$ cat src/rtl/simon64_96_key_expand_pkg.sv
// Shared constants, FSM states and helpers for the SIMON 64/96 key schedule.
package simon64_96_pkg;
    localparam int WORD      = 32;
    localparam int ROUNDS    = 42;
    localparam int KEY_WORDS = 3;

    localparam logic [WORD-1:0] C = 32'hFFFFFFFC;
    // Literal written leftmost-first; z2[j] lives at bit 61-j.
    localparam logic [61:0] Z2 = 62'b10101111011100000011010010011000101000010001111110010110110011;

    typedef enum logic [1:0] {
        IDLE   = 2'd0,
        EXPAND = 2'd1,
        READY  = 2'd2
    } state_e;

    function automatic logic z2_bit(input logic [5:0] j);
        return Z2[6'd61 - j];
    endfunction
endpackage

$ cat src/rtl/simon64_96_key_expand_if.sv
// Request/read bus between a key-schedule consumer and the expander.
interface simon64_96_key_expand_if;
    import simon64_96_pkg::*;

    logic                          start;
    logic [KEY_WORDS*WORD-1:0]     key;
    logic                          busy;
    logic                          keyReady;
    logic [5:0]                    rdAddr;
    logic [WORD-1:0]               rdData;

    modport master (output start, key, rdAddr, input busy, keyReady, rdData);
    modport slave  (input start, key, rdAddr, output busy, keyReady, rdData);
endinterface

$ cat src/rtl/simon64_96_key_expand_step.sv
// One SIMON key-schedule step for m=3 key words; pure XOR/rotate, usable by any word width.
module simon_key_step #(
    parameter int              WORD    = 32,
    parameter logic [WORD-1:0] C_CONST = 32'hFFFFFFFC
) (
    input  logic [WORD-1:0] rk_im1,
    input  logic [WORD-1:0] rk_im3,
    input  logic            z_bit,
    output logic [WORD-1:0] rk_new
);
    logic [WORD-1:0] t;
    logic [WORD-1:0] t_r1;

    always_comb begin
        t      = {rk_im1[2:0], rk_im1[WORD-1:3]};
        t_r1   = {t[0], t[WORD-1:1]};
        rk_new = C_CONST ^ {{(WORD-1){1'b0}}, z_bit} ^ rk_im3 ^ t ^ t_r1;
    end
endmodule

$ cat src/rtl/simon64_96_key_expand.sv
// SIMON 64/96 round-key expander: one key per cycle into a 42-entry register file
// with a registered read port.
module simon64_96_key_expand #(
    parameter int WORD   = 32,
    parameter int ROUNDS = 42
) (
    input  logic                           clk,
    input  logic                           reset,
    simon64_96_key_expand_if.slave         bus
);
    import simon64_96_pkg::*;

    localparam logic [5:0] LAST = 6'(ROUNDS - 1);

    state_e          state_q, state_d;
    logic [5:0]      idx_q, idx_d;
    logic [WORD-1:0] rd_data_q, rd_data_d;
    logic [WORD-1:0] rk_q [ROUNDS];

    logic            key_ld;
    logic            step_we;
    logic [WORD-1:0] step_out;

    simon_key_step #(.WORD(WORD), .C_CONST(C)) u_step (
        .rk_im1 (rk_q[idx_q - 6'd1]),
        .rk_im3 (rk_q[idx_q - 6'd3]),
        .z_bit  (z2_bit(idx_q - 6'd3)),
        .rk_new (step_out)
    );

    always_comb begin
        state_d = state_q;
        idx_d   = idx_q;
        key_ld  = 1'b0;
        step_we = 1'b0;
        case (state_q)
            IDLE, READY: begin
                if (bus.start) begin
                    key_ld  = 1'b1;
                    idx_d   = 6'd3;
                    state_d = EXPAND;
                end
            end
            EXPAND: begin
                // start is deliberately not looked at here
                step_we = 1'b1;
                idx_d   = idx_q + 6'd1;
                if (idx_q == LAST) state_d = READY;
            end
            default: state_d = IDLE;
        endcase
    end

    always_comb begin
        rd_data_d = '0;
        if (bus.rdAddr < 6'(ROUNDS)) rd_data_d = rk_q[bus.rdAddr];
    end

    always_ff @(posedge clk) begin
        if (reset) begin
            state_q   <= IDLE;
            idx_q     <= 6'd3;
            rd_data_q <= '0;
        end else begin
            state_q   <= state_d;
            idx_q     <= idx_d;
            rd_data_q <= rd_data_d;
        end
    end

    // Storage is left uncleared by reset; keyReady alone qualifies its contents.
    always_ff @(posedge clk) begin
        if (!reset) begin
            if (key_ld) begin
                rk_q[0] <= bus.key[WORD-1:0];
                rk_q[1] <= bus.key[2*WORD-1:WORD];
                rk_q[2] <= bus.key[3*WORD-1:2*WORD];
            end else if (step_we) begin
                rk_q[idx_q] <= step_out;
            end
        end
    end

    assign bus.busy     = (state_q == EXPAND);
    assign bus.keyReady = (state_q == READY);
    assign bus.rdData   = rd_data_q;
endmodule

$ cat src/flat_wrapper.sv
// flat-port wrapper written by rule: the top's interface ports become plain ports
module simon64_96_key_expand_flat import simon64_96_pkg::*;
#(
    parameter int WORD   = 32,
    parameter int ROUNDS = 42
)
  (clk, reset, bus_start, bus_key, bus_rdAddr, bus_busy, bus_keyReady, bus_rdData);
  simon64_96_key_expand_if bus_i ();
  input  logic clk;
  input  logic reset;
  input wire logic [$bits(bus_i.start)-1:0] bus_start;
  input wire logic [$bits(bus_i.key)-1:0] bus_key;
  input wire logic [$bits(bus_i.rdAddr)-1:0] bus_rdAddr;
  output wire logic [$bits(bus_i.busy)-1:0] bus_busy;
  output wire logic [$bits(bus_i.keyReady)-1:0] bus_keyReady;
  output wire logic [$bits(bus_i.rdData)-1:0] bus_rdData;
  assign bus_i.start = bus_start;
  assign bus_i.key = bus_key;
  assign bus_i.rdAddr = bus_rdAddr;
  assign bus_busy = bus_i.busy;
  assign bus_keyReady = bus_i.keyReady;
  assign bus_rdData = bus_i.rdData;
  simon64_96_key_expand #(.WORD(WORD), .ROUNDS(ROUNDS)) u_core (.clk(clk), .reset(reset), .bus(bus_i));
endmodule
$ cat config.mk
export PLATFORM = sky130hd
export DESIGN_NAME = simon64_96_key_expand_flat
export DESIGN_NICKNAME = d
export VERILOG_FILES = /design/src/rtl/simon64_96_key_expand_pkg.sv /design/src/rtl/simon64_96_key_expand_if.sv /design/src/rtl/simon64_96_key_expand_step.sv /design/src/rtl/simon64_96_key_expand.sv /design/src/flat_wrapper.sv
export SDC_FILE = /design/constraint.sdc
export NUM_CORES = 2
export LEC_CHECK = 0
export CORE_ASPECT_RATIO = 1.25
export CORE_UTILIZATION = 50
export CTS_CLUSTER_DIAMETER = 60
export DETAILED_ROUTE_END_ITERATION = 16
export PLACE_DENSITY = 0.72
export SLEW_MARGIN = 40
export SYNTH_ARGS = -nofsm -noshare
export SYNTH_HDL_FRONTEND = slang
export SYNTH_SLANG_ARGS = --single-unit
$ cat constraint.sdc
create_clock -name clk -period 11.2 [get_ports clk]
set_input_delay 2.8 -clock clk [delete_from_list [all_inputs] [get_ports clk]]
set_output_delay 2.8 -clock clk [all_outputs]
set_load 0.01 [all_outputs]
==> summary.md <==
| Metric | Value |
|---|---|
| Unrepaired setup endpoints after global routing | `no` |
| LEAKAGE | `28.3 nW` |
| Max rail drop VDD | `0.194 mV` |
| Row count | `163` |
| Post-route cell area | `89700 um2` |
| DR iter-0 viols | `9969` |
| Die height | `449 um` |
| Final hold violations | `0` |
| Mapped Cells | `4918` |
| Mapped Avg Cell Area | `16.3 um2` |
| Arrival time at the worst endpoint | `7080 ps` |
| Final period util | `59.4%` |
| Hold endpoint | `u_core.state_q[1]$_SDFFE_PP0P_` |
| Max_slew headroom | `33.5%` |
| Syn. warnings | `0` |
| Final setup TNS | `0 ps` |
| HP Start | `u_core.state_q[1]$_SDFFE_PP0P_` |
| Starting density of the core | `50.5%` |
| Placed Cells | `6873` |
| # resized after CTS | `0` |
| Layout cells sized above 1 | `33.1%` |
| Worst hold path type | `reg2reg` |
| Final Max Tran Viols | `0` |
| Non-filler instance count after layout | `7162` |
| Sink Count | `1448` |
| WHS Path Cells | `2` |
| Ports | `139` |
| Detailed Routing Iterations Pass 1 | `12` |
| Syn Nets | `5028` |
| Setup crit start kind | `register` |
| Tot Pwr | `0.0183 W` |
| Largest net degree at the start of global routing | `127` |
| Post-DP HPWL | `185000 um` |
| Crit path largest cell delay | `850 ps` |
| Failing checks | `DRC` |
| Crit path depth | `12` |
| Leading cell type in the layout, fill and taps excluded | `edfxtp_1` |
| Fin nets | `5077` |
| Worst-Margin Slew | `993 ps` |
| Clk slew on worst S/H paths | `60 ps` |
| Reg2reg end | `u_core.rk_q[17][20]$_DFFE_PP_` |
| Cell family with most CP delay | `buffers and inverters` |
| Critical path peak fanout | `41` |
| Setup CP Type | `reg2reg` |
| R2R Path Start | `u_core.idx_q[0]$_SDFFE_PP1P_` |
| Vias/cell | `7.86` |
| Status | `finished, violations left` |
| CTS tree | `yes` |
| Area grow syn2layout | `12.0%` |
| Clock H-tree levels | `4` |
| GPL Wtd Cong | `0.963` |
| R2R cell count | `12` |
| Global-route wire length before repair | `414000 um` |
| Ys flop type | `edfxtp_1` |
| Final min period | `6650 ps` |
| Filler cell count | `11700` |
| WL final | `296000 um` |
| TritonCTS Buffers | `149` |
| DRC viols | `2` |
| Initial antenna violation count | `23` |
| FMAX | `150 MHz` |
| Clock root cell | `clkbuf_16` |
| Slowest stage cell, crit path | `dfxtp_4` |
| Setup-failing EPs final | `0` |
| Gr ovfl total | `0` |
| Number of flops mapped to enable cells by yosys | `1408` |
| CP Buf/Inv Count | `4` |
| Reg area | `43100 um2` |
| Hold slack | `672 ps` |
| Total of max-cap violations | `0` |
| Cell variety after synth | `76` |
| Die ar. | `162000 um2` |
| Hold_buf cts | `0` |
| Most frequent cells in the layout | `1408 x edfxtp_1, 1033 x mux4_2, 618 x nand2_1, 168 x mux2i_1, 155 x buf_4` |
| Vias in the first global route | `55000` |
| Vias | `56300` |
| Deepest clock path buffer count | `3` |
| I/O Buffers | `138` |
| Placed instance area | `84500 um2` |
| Gr usage total | `36.4%` |
| Post-Syn Area | `80100 um2` |
| Worst Path Required | `11620 ps` |
| Post-DRT Antenna Nets | `0` |
| CP cell instances | `inv_6, ha_4, xor2_4, buf_4, buf_4, mux4_2, o21ai_0, nor2_1, a32oi_1, xnor2_1, xnor2_1, inv_2` |
| #FFs+latches synth | `1448` |
| Sequential-to-total area share from yosys stat | `53.8%` |
| Ys async rst share | `0%` |
| R2R Setup Slk | `4550 ps` |
| Clock latency on the worst-skew pair | `840 ps` |
| Core ar. | `158000 um2` |
| Setup Fix Bufs, Post-CTS | `0` |
| Power per cell area | `205 nW/um2` |
| Clk_skew | `48.4 ps` |
| Chip width | `360 um` |
| Multi-input gate area | `35600 um2` |
| CP Capture Type | `register` |
| DR WL/cell | `41.3 um` |
==> per-stage QoR <==
step                setup WS, ps  util, %
global placement            4360     53.1
floorplan                   4270        -
global route                4330     56.6
finish                      4550     56.6
CTS                         4720     56.5
detailed placement          4620     53.3
==> layer usage <==
| metal | track usage [%] | vias to the layer above | wire length (um) |
|---|---|---|---|
| met2 | 53.8 | 5770 | 131000 |
| met3 | 13.6 | 1340 | 47900 |
| met4 | 25.5 | 22 | 24700 |
| met5 | 0.0891 | - | 153 |
| li1 | - | 20600 | - |
| met1 | 44.4 | 28500 | 91800 |
==> kinds of logic after synthesis <==
group	share of synthesized area, %
XOR/XNOR	1.05
AND/OR/NAND/NOR	5.88
multiplexers	32.2
AO/OA/AOI/OAI	4.26
adder cells (fa/ha/maj)	0.0781
flip-flops	53.8
buffers and inverters	2.72
==> sequential cells by signal, summed over array words and instances, names as in the netlist <==
signal             count
u_core.rk_q         1408
u_core.bus.rdData     32
u_core.idx_q           6
u_core.state_q         2
==> layout make-up <==
| type | instances | area share (%) |
|---|---|---|
| antenna | 8 | 0.0223 |
| clock buffer | 180 | 4.35 |
| clock inverter | 96 | 1.20 |
| inverter | 20 | 0.100 |
| multi-input combinational | 3016 | 39.7 |
| sequential | 1448 | 48.1 |
| tap | 2062 | 2.88 |
| timing repair buffer | 332 | 3.74 |
==> cells in the mapped netlist (15+ instances only) <==
library cell / count / share of area (%)
a21oi_1: 118 / 0.74
a311oi_1: 26 / 0.28
a31oi_1: 75 / 0.59
a32oi_1: 32 / 0.35
and3_1: 34 / 0.27
buf_1: 78 / 0.37
buf_2: 124 / 0.77
buf_4: 54 / 0.51
clkbuf_1: 164 / 0.77
dfxtp_1: 40 / 1.0
edfxtp_1: 1408 / 53
inv_1: 18 / 0.084
mux2_2: 72 / 1.0
mux2i_1: 168 / 2.1
mux4_2: 1033 / 29
nand2_1: 625 / 2.9
nand3_1: 147 / 0.92
nand4_1: 26 / 0.20
nor2_1: 198 / 0.93
nor3_1: 35 / 0.22
nor4_1: 15 / 0.12
o21ai_0: 124 / 0.77
o21ai_1: 22 / 0.14
o22ai_1: 43 / 0.34
xnor2_1: 62 / 0.68
xor2_1: 20 / 0.22
==> worst max path at each step <==
stage | endpoint | start | slack [ps]
4_1_cts | u_core.rk_q[17][20]$_DFFE_PP_ | u_core.idx_q[0]$_SDFFE_PP1P_ | 4720
5_1_grt | u_core.rk_q[34][20]$_DFFE_PP_ | u_core.idx_q[0]$_SDFFE_PP1P_ | 4330
6_report | u_core.rk_q[17][20]$_DFFE_PP_ | u_core.idx_q[0]$_SDFFE_PP1P_ | 4550
2_1_floorplan | u_core.rk_q[27][0]$_DFFE_PP_ | reset | 4270
3_3_place_gp | u_core.rk_q[24][27]$_DFFE_PP_ | reset | 4360
3_5_place_dp | u_core.rk_q[24][26]$_DFFE_PP_ | reset | 4620
==> power breakdown <==
part	switching [W]	total [W]	internal, W	leakage (nW)
sequential	0.0000646	0.00796	0.00790	13.0
clock	0.00226	0.00513	0.00287	2.40
combinational	0.00379	0.00525	0.00146	12.9
==> worst reg2reg max path: cells and delay by family, from the launching register on <==
kind	cells	cell delay, ps
fa+ha+maj	1	380
buf+inv	4	2120
mux	1	610
xor+xnor	3	1490
compound gates	2	720
flops	1	850
simple gates	1	80
(Power assumes the default switching activity.)
